**src/rtl/mmio_console_tx.sv**
```systemverilog
// mmio_console_tx
// Memory-mapped console transmitter. Answers the CPU data-memory read/write
// channels for a 64-byte register window at BASE. Bytes written to TXDATA are
// queued in a small FIFO and sent out as 8N1 UART frames on txd. Writes to
// EXIT latch a 32-bit exit code and pulse exit_valid for one cycle.
//
// Register window (byte offsets, only addr[31:6] is compared against BASE):
//   0x1c TXDATA  write-only, wstrb[0] pushes wdata[7:0]; reads 0
//   0x20 STATUS  read: [0] tx_busy, [1] fifo_full, [2] fifo_empty,
//                      [15:8] FIFO count (saturated at 255)
//   0x2c EXIT    read/write full word, strobes ignored
//
// Ports:
//   clk, reset        clock and synchronous active-high reset
//   dmem_wready       CPU write request strobe
//   dmem_wvalid       write can be accepted (low only for TXDATA while full)
//   dmem_waddr/wdata/wstrb  write address, data, byte strobes
//   dmem_rready       CPU read request strobe
//   dmem_rvalid       read can be accepted (always 1)
//   dmem_raddr        read address
//   dmem_rresp        read data valid, one cycle after the accepted read
//   dmem_rdata        read data, holds its value between responses
//   txd               UART serial output, idles high
//   exit_valid        one-cycle pulse after an EXIT write
//   exit_code         last word written to EXIT
//
// TX FSM states:
//   state   | meaning
//   S_IDLE  | line high; pops the FIFO head when the FIFO is non-empty
//   S_START | start bit (low) for DIVISOR clocks
//   S_DATA  | 8 data bits, LSB first, DIVISOR clocks each
//   S_STOP  | stop bit (high) for DIVISOR clocks

module mmio_console_tx #(
    parameter logic [31:0] BASE    = 32'h9000_0000,
    parameter int unsigned DIVISOR = 16,
    parameter int unsigned DEPTH   = 8
) (
    input  logic        clk,
    input  logic        reset,
    input  logic        dmem_wready,
    output logic        dmem_wvalid,
    input  logic [31:0] dmem_waddr,
    input  logic [31:0] dmem_wdata,
    input  logic [3:0]  dmem_wstrb,
    input  logic        dmem_rready,
    output logic        dmem_rvalid,
    input  logic [31:0] dmem_raddr,
    output logic        dmem_rresp,
    output logic [31:0] dmem_rdata,
    output logic        txd,
    output logic        exit_valid,
    output logic [31:0] exit_code
);

    localparam int unsigned PTR_W  = (DEPTH > 1) ? $clog2(DEPTH) : 1;
    localparam int unsigned CNT_W  = $clog2(DEPTH + 1);
    localparam int unsigned BAUD_W = $clog2(DIVISOR);

    localparam logic [BAUD_W-1:0] BAUD_RELOAD = BAUD_W'(DIVISOR - 1);
    localparam logic [CNT_W-1:0]  CNT_FULL    = CNT_W'(DEPTH);

    localparam logic [5:0] OFF_TXDATA = 6'h1c;
    localparam logic [5:0] OFF_STATUS = 6'h20;
    localparam logic [5:0] OFF_EXIT   = 6'h2c;

    typedef enum logic [1:0] {
        S_IDLE  = 2'd0,
        S_START = 2'd1,
        S_DATA  = 2'd2,
        S_STOP  = 2'd3
    } state_t;

    state_t state_q, state_d;

    logic [7:0]        fifo_mem [DEPTH];
    logic [PTR_W-1:0]  wr_ptr_q, rd_ptr_q;
    logic [CNT_W-1:0]  count_q;
    logic              fifo_full, fifo_empty;

    logic [7:0]        shift_q, shift_d;
    logic [2:0]        bit_idx_q, bit_idx_d;
    logic [BAUD_W-1:0] baud_q, baud_d;
    logic              baud_tc;
    logic              txd_q, txd_d;

    logic              w_hit, w_txdata, w_exit, r_hit;
    logic              wr_acc, push, pop;

    logic [31:0]       exit_code_q;
    logic              exit_valid_q;
    logic              rresp_q;
    logic [31:0]       rdata_q, rdata_d;
    logic [31:0]       status_word;
    logic [8:0]        count_ext;
    logic [7:0]        count_sat;

    logic              unused_ok;
    assign unused_ok = ^dmem_wstrb[3:1];

    // ---------------- address decode / handshake ----------------
    assign w_hit    = dmem_waddr[31:6] == BASE[31:6];
    assign w_txdata = w_hit && (dmem_waddr[5:0] == OFF_TXDATA);
    assign w_exit   = w_hit && (dmem_waddr[5:0] == OFF_EXIT);
    assign r_hit    = dmem_raddr[31:6] == BASE[31:6];

    assign fifo_full  = count_q == CNT_FULL;
    assign fifo_empty = count_q == '0;

    // Only a TXDATA write into a full FIFO is back-pressured; this also
    // guarantees push never happens while full, so push+pop stays in range.
    assign dmem_wvalid = !(w_txdata && fifo_full);
    assign dmem_rvalid = 1'b1;

    assign wr_acc = dmem_wready && dmem_wvalid;
    assign push   = wr_acc && w_txdata && dmem_wstrb[0];
    assign pop    = (state_q == S_IDLE) && !fifo_empty;

    // ---------------- TX FIFO ----------------
    always_ff @(posedge clk) begin
        if (push) begin
            fifo_mem[wr_ptr_q] <= dmem_wdata[7:0];
        end
    end

    always_ff @(posedge clk) begin
        if (reset) begin
            wr_ptr_q <= '0;
            rd_ptr_q <= '0;
            count_q  <= '0;
        end else begin
            if (push) begin
                wr_ptr_q <= wr_ptr_q + PTR_W'(1);
            end
            if (pop) begin
                rd_ptr_q <= rd_ptr_q + PTR_W'(1);
            end
            case ({push, pop})
                2'b10:   count_q <= count_q + CNT_W'(1);
                2'b01:   count_q <= count_q - CNT_W'(1);
                default: count_q <= count_q;
            endcase
        end
    end

    // ---------------- TX FSM: state register ----------------
    always_ff @(posedge clk) begin
        if (reset) begin
            state_q   <= S_IDLE;
            shift_q   <= '0;
            bit_idx_q <= '0;
            baud_q    <= '0;
            txd_q     <= 1'b1;
        end else begin
            state_q   <= state_d;
            shift_q   <= shift_d;
            bit_idx_q <= bit_idx_d;
            baud_q    <= baud_d;
            txd_q     <= txd_d;
        end
    end

    // ---------------- TX FSM: next state ----------------
    // Baud timer is a down-counter reloaded on entry to each bit; reaching
    // zero marks the last clock of the current bit.
    assign baud_tc = baud_q == '0;

    always_comb begin
        state_d   = state_q;
        shift_d   = shift_q;
        bit_idx_d = bit_idx_q;
        baud_d    = baud_q;
        case (state_q)
            S_IDLE: begin
                baud_d = BAUD_RELOAD;
                if (!fifo_empty) begin
                    state_d   = S_START;
                    shift_d   = fifo_mem[rd_ptr_q];
                    bit_idx_d = '0;
                end
            end
            S_START: begin
                baud_d = baud_tc ? BAUD_RELOAD : baud_q - BAUD_W'(1);
                if (baud_tc) begin
                    state_d = S_DATA;
                end
            end
            S_DATA: begin
                baud_d = baud_tc ? BAUD_RELOAD : baud_q - BAUD_W'(1);
                if (baud_tc) begin
                    shift_d   = {1'b0, shift_q[7:1]};
                    bit_idx_d = bit_idx_q + 3'd1;
                    if (bit_idx_q == 3'd7) begin
                        state_d = S_STOP;
                    end
                end
            end
            S_STOP: begin
                baud_d = baud_tc ? BAUD_RELOAD : baud_q - BAUD_W'(1);
                if (baud_tc) begin
                    state_d = S_IDLE;
                end
            end
            default: state_d = S_IDLE;
        endcase
    end

    // ---------------- TX FSM: output ----------------
    // Decoded from the next state so the registered txd lines up with the
    // state register (start bit appears the clock after the pop).
    always_comb begin
        txd_d = 1'b1;
        case (state_d)
            S_START: txd_d = 1'b0;
            S_DATA:  txd_d = shift_d[0];
            default: txd_d = 1'b1;
        endcase
    end

    assign txd = txd_q;

    // ---------------- EXIT register ----------------
    always_ff @(posedge clk) begin
        if (reset) begin
            exit_code_q  <= '0;
            exit_valid_q <= 1'b0;
        end else begin
            exit_valid_q <= wr_acc && w_exit;
            if (wr_acc && w_exit) begin
                exit_code_q <= dmem_wdata;
            end
        end
    end

    assign exit_code  = exit_code_q;
    assign exit_valid = exit_valid_q;

    // ---------------- read path ----------------
    // STATUS reflects registered state, so a read in the same cycle as a
    // push reports the pre-push count.
    assign count_ext = 9'(count_q);
    assign count_sat = count_ext[8] ? 8'hff : count_ext[7:0];

    assign status_word = {16'h0000, count_sat, 5'b00000,
                          fifo_empty, fifo_full, (state_q != S_IDLE)};

    always_comb begin
        rdata_d = '0;
        if (r_hit) begin
            case (dmem_raddr[5:0])
                OFF_STATUS: rdata_d = status_word;
                OFF_EXIT:   rdata_d = exit_code_q;
                default:    rdata_d = '0;
            endcase
        end
    end

    always_ff @(posedge clk) begin
        if (reset) begin
            rresp_q <= 1'b0;
            rdata_q <= '0;
        end else begin
            rresp_q <= dmem_rready;
            if (dmem_rready) begin
                rdata_q <= rdata_d;
            end
        end
    end

    assign dmem_rresp = rresp_q;
    assign dmem_rdata = rdata_q;

endmodule
```
**config.mk**
```make
export PLATFORM = sky130hd
export DESIGN_NAME = mmio_console_tx
export DESIGN_NICKNAME = d
export VERILOG_FILES = /design/src/rtl/mmio_console_tx.sv
export SDC_FILE = /design/constraint.sdc
export NUM_CORES = 1
export LEC_CHECK = 0
export ABC_AREA = 1
export BUFFER_PORTS_ARGS = -buffer_cell sky130_fd_sc_hd__buf_2
export CORE_AREA = 2 2 109 190
export DETAILED_ROUTE_END_ITERATION = 10
export DIE_AREA = 0 0 111 192
export GPL_TIMING_DRIVEN = 0
export PLACE_DENSITY_LB_ADDON = 0.12
export RECOVER_POWER = 50
export SKIP_LAST_GASP = 1
export SYNTH_ARGS = -nofsm -noshare
export SYNTH_HDL_FRONTEND = slang
export SYNTH_SLANG_ARGS = --single-unit
```
**constraint.sdc**
```tcl
create_clock -name clk -period 2.37 [get_ports clk]
set_input_delay 0 -clock clk [delete_from_list [all_inputs] [get_ports clk]]
set_output_delay 0 -clock clk [all_outputs]
set_load 0.005 [all_outputs]
```
==> results of run 1 <==
[cells by family (layout without fill, tap and decap cells)]
| group | count (synthesis) | after routing | share of synthesized area [%] |
|---|---|---|---|
| other | 1 | 1 | 0.05488 |
| XOR/XNOR | 2 | 2 | 0.2564 |
| buffers and inverters | 122 | 365 | 7.361 |
| adder cells (fa/ha/maj) | 9 | 9 | 1.758 |
| AND/OR/NAND/NOR | 386 | 386 | 23.51 |
| AO/OA/AOI/OAI | 130 | 130 | 10.51 |
| flip-flops | 161 | 161 | 56.55 |
[cell type report]
type                            count  area share [%]
Inverter                           80           3.384
Buffer                             42           2.423
Multi-Input combinational cell    528           28.23
Clock inverter                     11          0.8635
Tap cell                          245           3.412
Sequential cell                   161           43.11
Timing Repair Buffer              211           13.08
Clock buffer                       21           5.501
[final timing paths]
kind,startpoint,to,slack (ns)
max,count_q[1],count_q[3],0.08
min,dmem_raddr[3],dmem_rdata[10],0.06
max reg2reg,count_q[1],count_q[3],0.08
min reg2reg,baud_q[0],baud_q[0],0.46
[timing repair]
action,CTS,global route
buffers inserted,3,8
hold endpoints to repair,99,0
pin swaps,3,8
setup endpoints to repair,67,65
resized for setup,15,13
hold buffers,34,0
[cells in the final DEF, fill, tap and decap left out, types with 8 or more instances in the layout]
cell	Yosys	final
nand2_1	166	160
nor2_1	154	152
buf_2	9	111
dfxtp_1	97	94
clkbuf_1	24	88
inv_1	77	78
edfxtp_1	64	64
a21oi_1	49	48
o21ai_0	47	46
dlygate4sd3_1	0	34
nand4_1	29	29
nand3_1	25	24
clkbuf_16	0	19
buf_4	3	14
o221ai_1	8	8
a31oi_1	8	8
[critical path, delay by kind of cell (launching register included)]
kind                       cells  cell delay, ns
buffers and inverters          2            0.25
AOI/OAI and AO/OA              3            0.35
and+or+nand+nor                6            0.73
DFF                            1            0.37
adders and majority gates      2            0.48
[routing by layer]
metal / up-vias / GRT usage [%] / part of all wire, % / wire length, um
met5: - / 0 / 0 / 0
met4: 0 / 7.596 / 2.6 / 534
met3: 32 / 4.923 / 4.4 / 897
met2: 140 / 38.13 / 54 / 11120
met1: 2807 / 20.16 / 39 / 7885
li1: 3146 / - / - / -
[power breakdown]
group	leakage (nW)	switching [mW]	internal, mW
logic	2.02	1.37	0.935
clock network	0.286	1.14	1.50
registers	1.36	0.138	3.07
[sequential cells by signal, summed over array words and instances (netlist names), named ones only]
register    cells
fifo_mem       64
dmem_rdata     32
exit_code      32
shift_q         8
baud_q          4
count_q         4
bit_idx_q       3
rd_ptr_q        3
wr_ptr_q        3
state_q         2
dmem_rresp      1
exit_valid      1
txd             1
[stage by stage]
step,instances,util (%)
5_1_grt,1299,45.71
6_report,1299,45.71
3_5_place_dp,1222,40.55
3_3_place_gp,1222,40.55
2_1_floorplan,811,-
4_1_cts,1291,45.52
==> results.sh, run 1 <==
export IMPL_status="finished clean"
export IMPL_drive_gt1_share_pct=17.27
export IMPL_syn_nets=924
export IMPL_avgRoutedWirePerCell_um=15.74
export IMPL_hold_depth=6
export IMPL_crit_top_cell="nor2_1"
export IMPL_rsz0062_at_grt="true"
export IMPL_fin_crit_ns=2.288
export IMPL_startpoint_type="flop"
export IMPL_ys_warn_count=0
export IMPL_fin_crit_sh_pct=96.55
export IMPL_final_max_slew_violation_count=0
export IMPL_grt_pass1_wl_um=33130
export IMPL_synth_area_leaders="dfxtp_1 (28%), edfxtp_1 (28%), nand2_1 (9.1%), nor2_1 (8.5%), inv_1 (4.2%)"
export IMPL_worst_r2r_cell_count=13
export IMPL_final_setup_tns_ns=0
export IMPL_clockBufferDepth=2
export IMPL_worstPathArrival_ns=2.59
export IMPL_synthMostInstantiatedCell="nand2_1"
export IMPL_cts_htree_levels=4
export IMPL_num_rows=68
export IMPL_regArea_mm2=0.003872
export IMPL_drt_vias_per_instance=4.715
export IMPL_clock_skew_ns=0.009326
export IMPL_p_per_area_mw_per_mm2=907.2
export IMPL_setup_violations=0
export IMPL_cp_max_fo=7
export IMPL_cap_violations=0
export IMPL_die_h_um=192
export IMPL_cp_required_ns=2.67
export IMPL_cp_end_kind="flop"
export IMPL_ys_ff_latch=161
export IMPL_numCtsBuffers=17
export IMPL_antenna_found_initial=0
export IMPL_grt_total_usage_pct=19.71
export IMPL_hold_viol=0
export IMPL_hold_path_class="input pin to flop"
export IMPL_multi_input_area_mm2=0.002536
export IMPL_synth_ff_type="dfxtp_1"
export IMPL_core_mm2=0.01965
export IMPL_cts_root_buf="clkbuf_16"
export IMPL_dpl_hpwl_um=15340
export IMPL_clock_latency_ns=0.42
export IMPL_syn_inst=811
export IMPL_synth_cell_types=38
export IMPL_setup_slack_ns=0.08187
export IMPL_syn_area_per_cell_um2=8.425
export IMPL_whs_ns=0.06349
export IMPL_final_area_mm2=0.008984
export IMPL_clk_pin_slew_worst_paths_ns=0.06
export IMPL_fmax_mhz=437.0
export IMPL_criticalPathCategory="flop to flop"
export IMPL_clock_sinks=161
export IMPL_synthArstFlopShare_pct=0
export IMPL_dr_pass1_iters=5
export IMPL_worstPathCellList="nor3_4 > nand2_2 > nand2_4 > clkinvlp_4 > buf_12 > ha_4 > ha_1 > a21oi_2 > nor2_1 > nor2_1 > nand2_1 > o21ai_1 > a21oi_1"
export IMPL_p_leak_nw=3.670
export IMPL_placed_area_mm2=0.007970
export IMPL_synth_edf_count=64
export IMPL_areaGrowthSynthToFinish_pct=31.48
export IMPL_grt_max_degree=17
export IMPL_maxSlewHeadroom_pct=32.51
export IMPL_power_mw=8.150
export IMPL_finalNetCount=1154
export IMPL_first_global_vias=6439
export IMPL_routed_wl_um=20440
export IMPL_seq_area_frac_synth_pct=56.55
export IMPL_antenna_left=0
export IMPL_drt_iter0_markers=203
export IMPL_place_gp_congestion=0.8064
export IMPL_syn_cell_area_mm2=0.006833
export IMPL_io_pins=173
export IMPL_fillers=1974
export IMPL_chipWidth_um=111
export IMPL_synthTopCellsByCount="nand2_1 (166), nor2_1 (154), dfxtp_1 (97)"
export IMPL_insertedDiodeCount=0
export IMPL_io_buffers=166
export IMPL_cts_tree="built"
export IMPL_start_util_pct=34.77
export IMPL_die_area_mm2=0.02131
export IMPL_dp_slack_ns=-0.5033
export IMPL_worst_pin_slew_ns=1.009
export IMPL_yosys_area_top_type_share_pct=28.42
export IMPL_slowest_delay_ns=0.37
export IMPL_overflow=0
export IMPL_cp_slowest_cell="dfxtp_4"
export IMPL_drc=0
export IMPL_synth_top_area_cell="dfxtp_1"
export IMPL_num_vias=6125
export IMPL_ir_drop_mv=0.4832
No activity file was read; power rests on OpenSTA's default activity.
==> run 2, diff against run 1 <==
CORE_AREA = 2 2 100 174   (was 2 2 109 190)
DIE_AREA = 0 0 102 176   (was 0 0 111 192)
==> results.sh, run 2 (synthesis results as in run 1) <==
export IMPL_worstPathArrival_ns=2.61
export IMPL_cp_slowest_cell="dfxtp_4"
export IMPL_critical_path_top_delay_family="simple AND/OR/NAND/NOR gates"
export IMPL_place_gp_congestion=0.8443
export IMPL_final_setup_tns_ns=0
export IMPL_cts_tree="built"
export IMPL_overflow=0
export IMPL_cp_end_kind="flop"
export IMPL_ir_drop_mv=0.4861
export IMPL_layout_cells_most_common="nand2_1"
export IMPL_avgRoutedWirePerCell_um=15.20
export IMPL_cp_max_fo=6
export IMPL_cts_htree_levels=4
export IMPL_reg2reg_from="count_q[1]"
export IMPL_clock_sinks=161
export IMPL_clockBufferDepth=2
export IMPL_final_max_slew_violation_count=0
export IMPL_num_vias=6127
export IMPL_dr_pass1_iters=5
export IMPL_io_pins=173
export IMPL_die_area_mm2=0.01795
export IMPL_chipWidth_um=102
export IMPL_antenna_found_initial=0
export IMPL_core_mm2=0.01645
export IMPL_finalNetCount=1154
export IMPL_clk_pin_slew_worst_paths_ns=0.07
export IMPL_whs_ns=0.04058
export IMPL_crit_top_cell="nand2_1"
export IMPL_io_buffers=166
export IMPL_hold_path_class="input pin to flop"
export IMPL_criticalPathCategory="flop to flop"
export IMPL_start_util_pct=41.55
export IMPL_grt_max_degree=17
export IMPL_areaGrowthSynthToFinish_pct=30.62
export IMPL_final_cell_mix="nand2_1 (163), nor2_1 (153), buf_2 (113)"
export IMPL_first_global_vias=6132
export IMPL_drt_iter0_markers=231
export IMPL_regMostFlops="fifo_mem"
export IMPL_clock_skew_ns=0.01149
export IMPL_cts_root_buf="clkbuf_16"
export IMPL_worstPathCellList="nor3_4 > nand2_2 > nand2_4 > clkinvlp_4 > buf_6 > ha_4 > ha_4 > nand2_1 > nand2_1 > a21oi_2 > nor2_1 > nor2_1 > nand2_1 > o21ai_1 > a21oi_1"
export IMPL_insertedDiodeCount=0
export IMPL_startpoint="count_q[1]"
export IMPL_hold_viol=0
export IMPL_path_buf_inv=2
export IMPL_clock_latency_ns=0.43
export IMPL_dpl_hpwl_um=14540
export IMPL_drc=0
export IMPL_cap_violations=0
export IMPL_hold_path_startpoint="dmem_raddr[27]"
export IMPL_drive_gt1_share_pct=17.08
export IMPL_slowest_delay_ns=0.37
export IMPL_maxSlewHeadroom_pct=37.37
export IMPL_cp_required_ns=2.67
export IMPL_drt_vias_per_instance=4.794
export IMPL_antenna_left=0
export IMPL_grt_pass1_wl_um=30840
export IMPL_largest_register_ffs=64
export IMPL_fmax_mhz=433.9
export IMPL_num_rows=62
export IMPL_fin_crit_sh_pct=97.25
export IMPL_fin_crit_ns=2.305
export IMPL_routed_wl_um=19430
export IMPL_p_leak_nw=3.667
export IMPL_dp_cells=1201
export IMPL_final_cells=1278
export IMPL_setup_violations=0
export IMPL_numCtsBuffers=17
export IMPL_startpoint_type="flop"
export IMPL_grt_total_usage_pct=22.46
export IMPL_worst_pin_slew_ns=0.9361
export IMPL_status="finished clean"
export IMPL_die_h_um=176
export IMPL_p_per_area_mw_per_mm2=900.0
run 2: layout make-up:
| type | count | area [um2] |
|---|---|---|
| inverter | 80 | 304.0 |
| fill | 1624 | 7521 |
| clock buffer | 24 | 474.2 |
| timing repair buffer | 211 | 1177 |
| tap | 224 | 280.3 |
| clock inverter | 8 | 81.33 |
| sequential | 161 | 3872 |
| multi-input combinational | 528 | 2526 |
| buffer | 42 | 209.0 |
run 2: worst register-to-register path: cells and delay by family, from the launching register on:
kind	cells	cell delay [ns]
adders and majority gates	2	0.37
buffers and inverters	2	0.24
and+or+nand+nor	8	0.83
AOI/OAI and AO/OA	3	0.37
DFF	1	0.37
run 2: final timing paths:
kind                                       to  slack, ns  depth (start not counted)
worst max-delay path               count_q[3]       0.07                         15
worst min-delay path            dmem_rdata[1]       0.04                          6
worst max register to register     count_q[3]       0.07                         15
worst min register to register      baud_q[0]       0.46                          1
run 2: power by group:
part           internal (mW)  switching, mW
clock                   1.52           1.10
sequential              3.07          0.136
combinational          0.899           1.32
run 2: timing repair:
item | in CTS | in global routing
buffers inserted | 5 | 6
hold endpoints to repair | 100 | 0
resized for setup | 12 | 13
hold buffers | 34 | 0
endpoints found under the setup margin | 26 | 23
pin swaps | 3 | 13
run 2: metal layers:
metal	share of wire (%)	global-route usage, %	routed length (um)
met5	0	0	0
met4	2.6	8.000	509
met2	55	41.97	10700
met3	5.3	5.859	1025
met1	37	23.58	7198
run 2: stage by stage:
stage	setup WS [ns]	instance area (um2)	util, %	total power [mW]
after floorplan	0.1662	6833	-	4.381
after CTS	0.0005853	8911	54.18	7.875
after global routing	-0.02062	8925	54.27	8.441
after detailed placement	-0.4279	7944	48.30	5.014
final	0.06528	8925	54.27	8.033
after global placement	-0.3873	7944	48.30	4.989
==> run 3, diff against run 2 <==
==> constraint.sdc (replaced) <==
create_clock -name clk -period 2.37 [get_ports clk]
set_input_delay 0.474 -clock clk [delete_from_list [all_inputs] [get_ports clk]]
set_output_delay 0.474 -clock clk [all_outputs]
set_load 0.005 [all_outputs]
==> results.sh, run 3 (synthesis results as in run 1) <==
export IMPL_path_buf_inv=2
export IMPL_drc=0
export IMPL_criticalPathCategory="flop to flop"
export IMPL_hold_path_class="input pin to flop"
export IMPL_io_pins=173
export IMPL_final_cell_mix="nand2_1 (160), nor2_1 (147), buf_2 (121)"
export IMPL_worstPathCellList="nor3_4 > buf_4 > nand2_2 > nand2_4 > inv_2 > ha_4 > ha_4 > nand2_1 > nand2_2 > a21oi_2 > nor2_1 > nor2_1 > nand2_1 > o21ai_1 > a21oi_1"
export IMPL_grt_max_degree=17
export IMPL_p_leak_nw=3.518
export IMPL_chipWidth_um=102
export IMPL_die_area_mm2=0.01795
export IMPL_dr_pass1_iters=4
export IMPL_worst_pin_slew_ns=0.8737
export IMPL_fin_crit_ns=2.297
export IMPL_die_h_um=176
export IMPL_final_setup_tns_ns=0
export IMPL_clockBufferDepth=2
export IMPL_cap_violations=0
export IMPL_clock_latency_ns=0.42
export IMPL_fin_crit_sh_pct=96.93
export IMPL_first_global_vias=5975
export IMPL_final_area_mm2=0.008573
export IMPL_startpoint_type="flop"
export IMPL_drt_vias_per_instance=4.815
export IMPL_finalNetCount=1111
export IMPL_placed_area_mm2=0.007950
export IMPL_cts_root_buf="clkbuf_16"
export IMPL_final_util_pct=52.13
export IMPL_num_vias=5947
export IMPL_cts_hold_buffers=0
export IMPL_clock_skew_ns=0.01001
export IMPL_hold_depth=3
export IMPL_layout_cells_most_common="nand2_1"
export IMPL_antenna_left=0
export IMPL_insertedDiodeCount=0
export IMPL_drt_iter0_markers=184
export IMPL_cp_end_kind="flop"
export IMPL_dp_cells=1201
export IMPL_core_mm2=0.01645
export IMPL_critical_path_top_delay_family="simple AND/OR/NAND/NOR gates"
export IMPL_dp_slack_ns=-0.3901
export IMPL_final_max_slew_violation_count=0
export IMPL_rsz0062_at_grt="true"
export IMPL_status="finished clean"
export IMPL_cts_tree="built"
export IMPL_worstPathArrival_ns=2.60
export IMPL_start_util_pct=41.55
export IMPL_avgRoutedWirePerCell_um=15.16
export IMPL_num_rows=62
export IMPL_worst_path_stages=15
export IMPL_clock_sinks=161
export IMPL_numCtsBuffers=17
export IMPL_cp_required_ns=2.67
export IMPL_worst_r2r_cell_count=15
export IMPL_io_buffers=166
export IMPL_clk_pin_slew_worst_paths_ns=0.07
export IMPL_place_gp_congestion=0.8061
export IMPL_slowest_delay_ns=0.38
export IMPL_antenna_found_initial=0
export IMPL_areaGrowthSynthToFinish_pct=25.47
export IMPL_cts_htree_levels=4
export IMPL_dpl_hpwl_um=14520
export IMPL_setup_violations=0
export IMPL_fmax_mhz=435.3
export IMPL_final_cells=1235
export IMPL_setup_slack_ns=0.07264
export IMPL_grt_pass1_wl_um=30080
export IMPL_power_mw=7.842
export IMPL_overflow=0
export IMPL_grt_total_usage_pct=21.85
export IMPL_largest_register_ffs=64
export IMPL_cp_max_fo=14
export IMPL_routed_wl_um=18720
export IMPL_cp_slowest_cell="dfxtp_4"
export IMPL_hold_viol=0
export IMPL_regMostFlops="fifo_mem"
export IMPL_p_per_area_mw_per_mm2=914.7
export IMPL_ir_drop_mv=0.5084
export IMPL_whs_ns=0.2739
export IMPL_maxSlewHeadroom_pct=41.54
export IMPL_drive_gt1_share_pct=18.99
## run 3: changes by cell type in the layout (fill, tap and decap cells not counted), sizes merged
cell / delta
bufinv: -1
clkinvlp: +1
inv: +6
clkinv: -1
dlygate4sd3: -34
clkbuf: -14
## run 3: routing by layer
| layer | global-route usage [%] | vias to the layer above | part of all wire (%) |
|---|---|---|---|
| li1 | - | 3052 | - |
| met4 | 6.833 | 0 | 1.4 |
| met1 | 22.09 | 2720 | 37 |
| met2 | 42.68 | 156 | 57 |
| met5 | 0 | - | 0 |
| met3 | 5.028 | 19 | 4.6 |
## run 3: final cells by class
class	instances	area [um2]
timing repair buffer	169	787.0
clock inverter	13	111.4
multi-input combinational	528	2549
sequential	161	3872
buffer	41	197.7
inverter	80	300.3
clock buffer	19	475.5
fill	1684	7873
tap	224	280.3
## run 3: timing repair
action	CTS	global route
cloned	0	0
pin swaps	1	14
setup buffers	0	3
setup endpoints to repair	19	19
resized for setup	8	21
## run 3: tightest hold or removal path, cell delays in order
cell	delay (ns)
buf_2	0.07
nor2_1	0.03
nor2_1	0.08
## run 3: worst paths after layout
check | start | end | slack [ns]
max reg2reg | count_q[1] | count_q[3] | 0.07
max | count_q[1] | count_q[3] | 0.07
min reg2reg | baud_q[0] | baud_q[0] | 0.46
min | dmem_wdata[24] | exit_code[24] | 0.27
## run 3: report_power, final
part / internal, mW / total (mW) / switching, mW
clock: 1.50 / 2.72 / 1.22
combinational: 0.678 / 1.92 / 1.24
sequential: 3.06 / 3.20 / 0.139
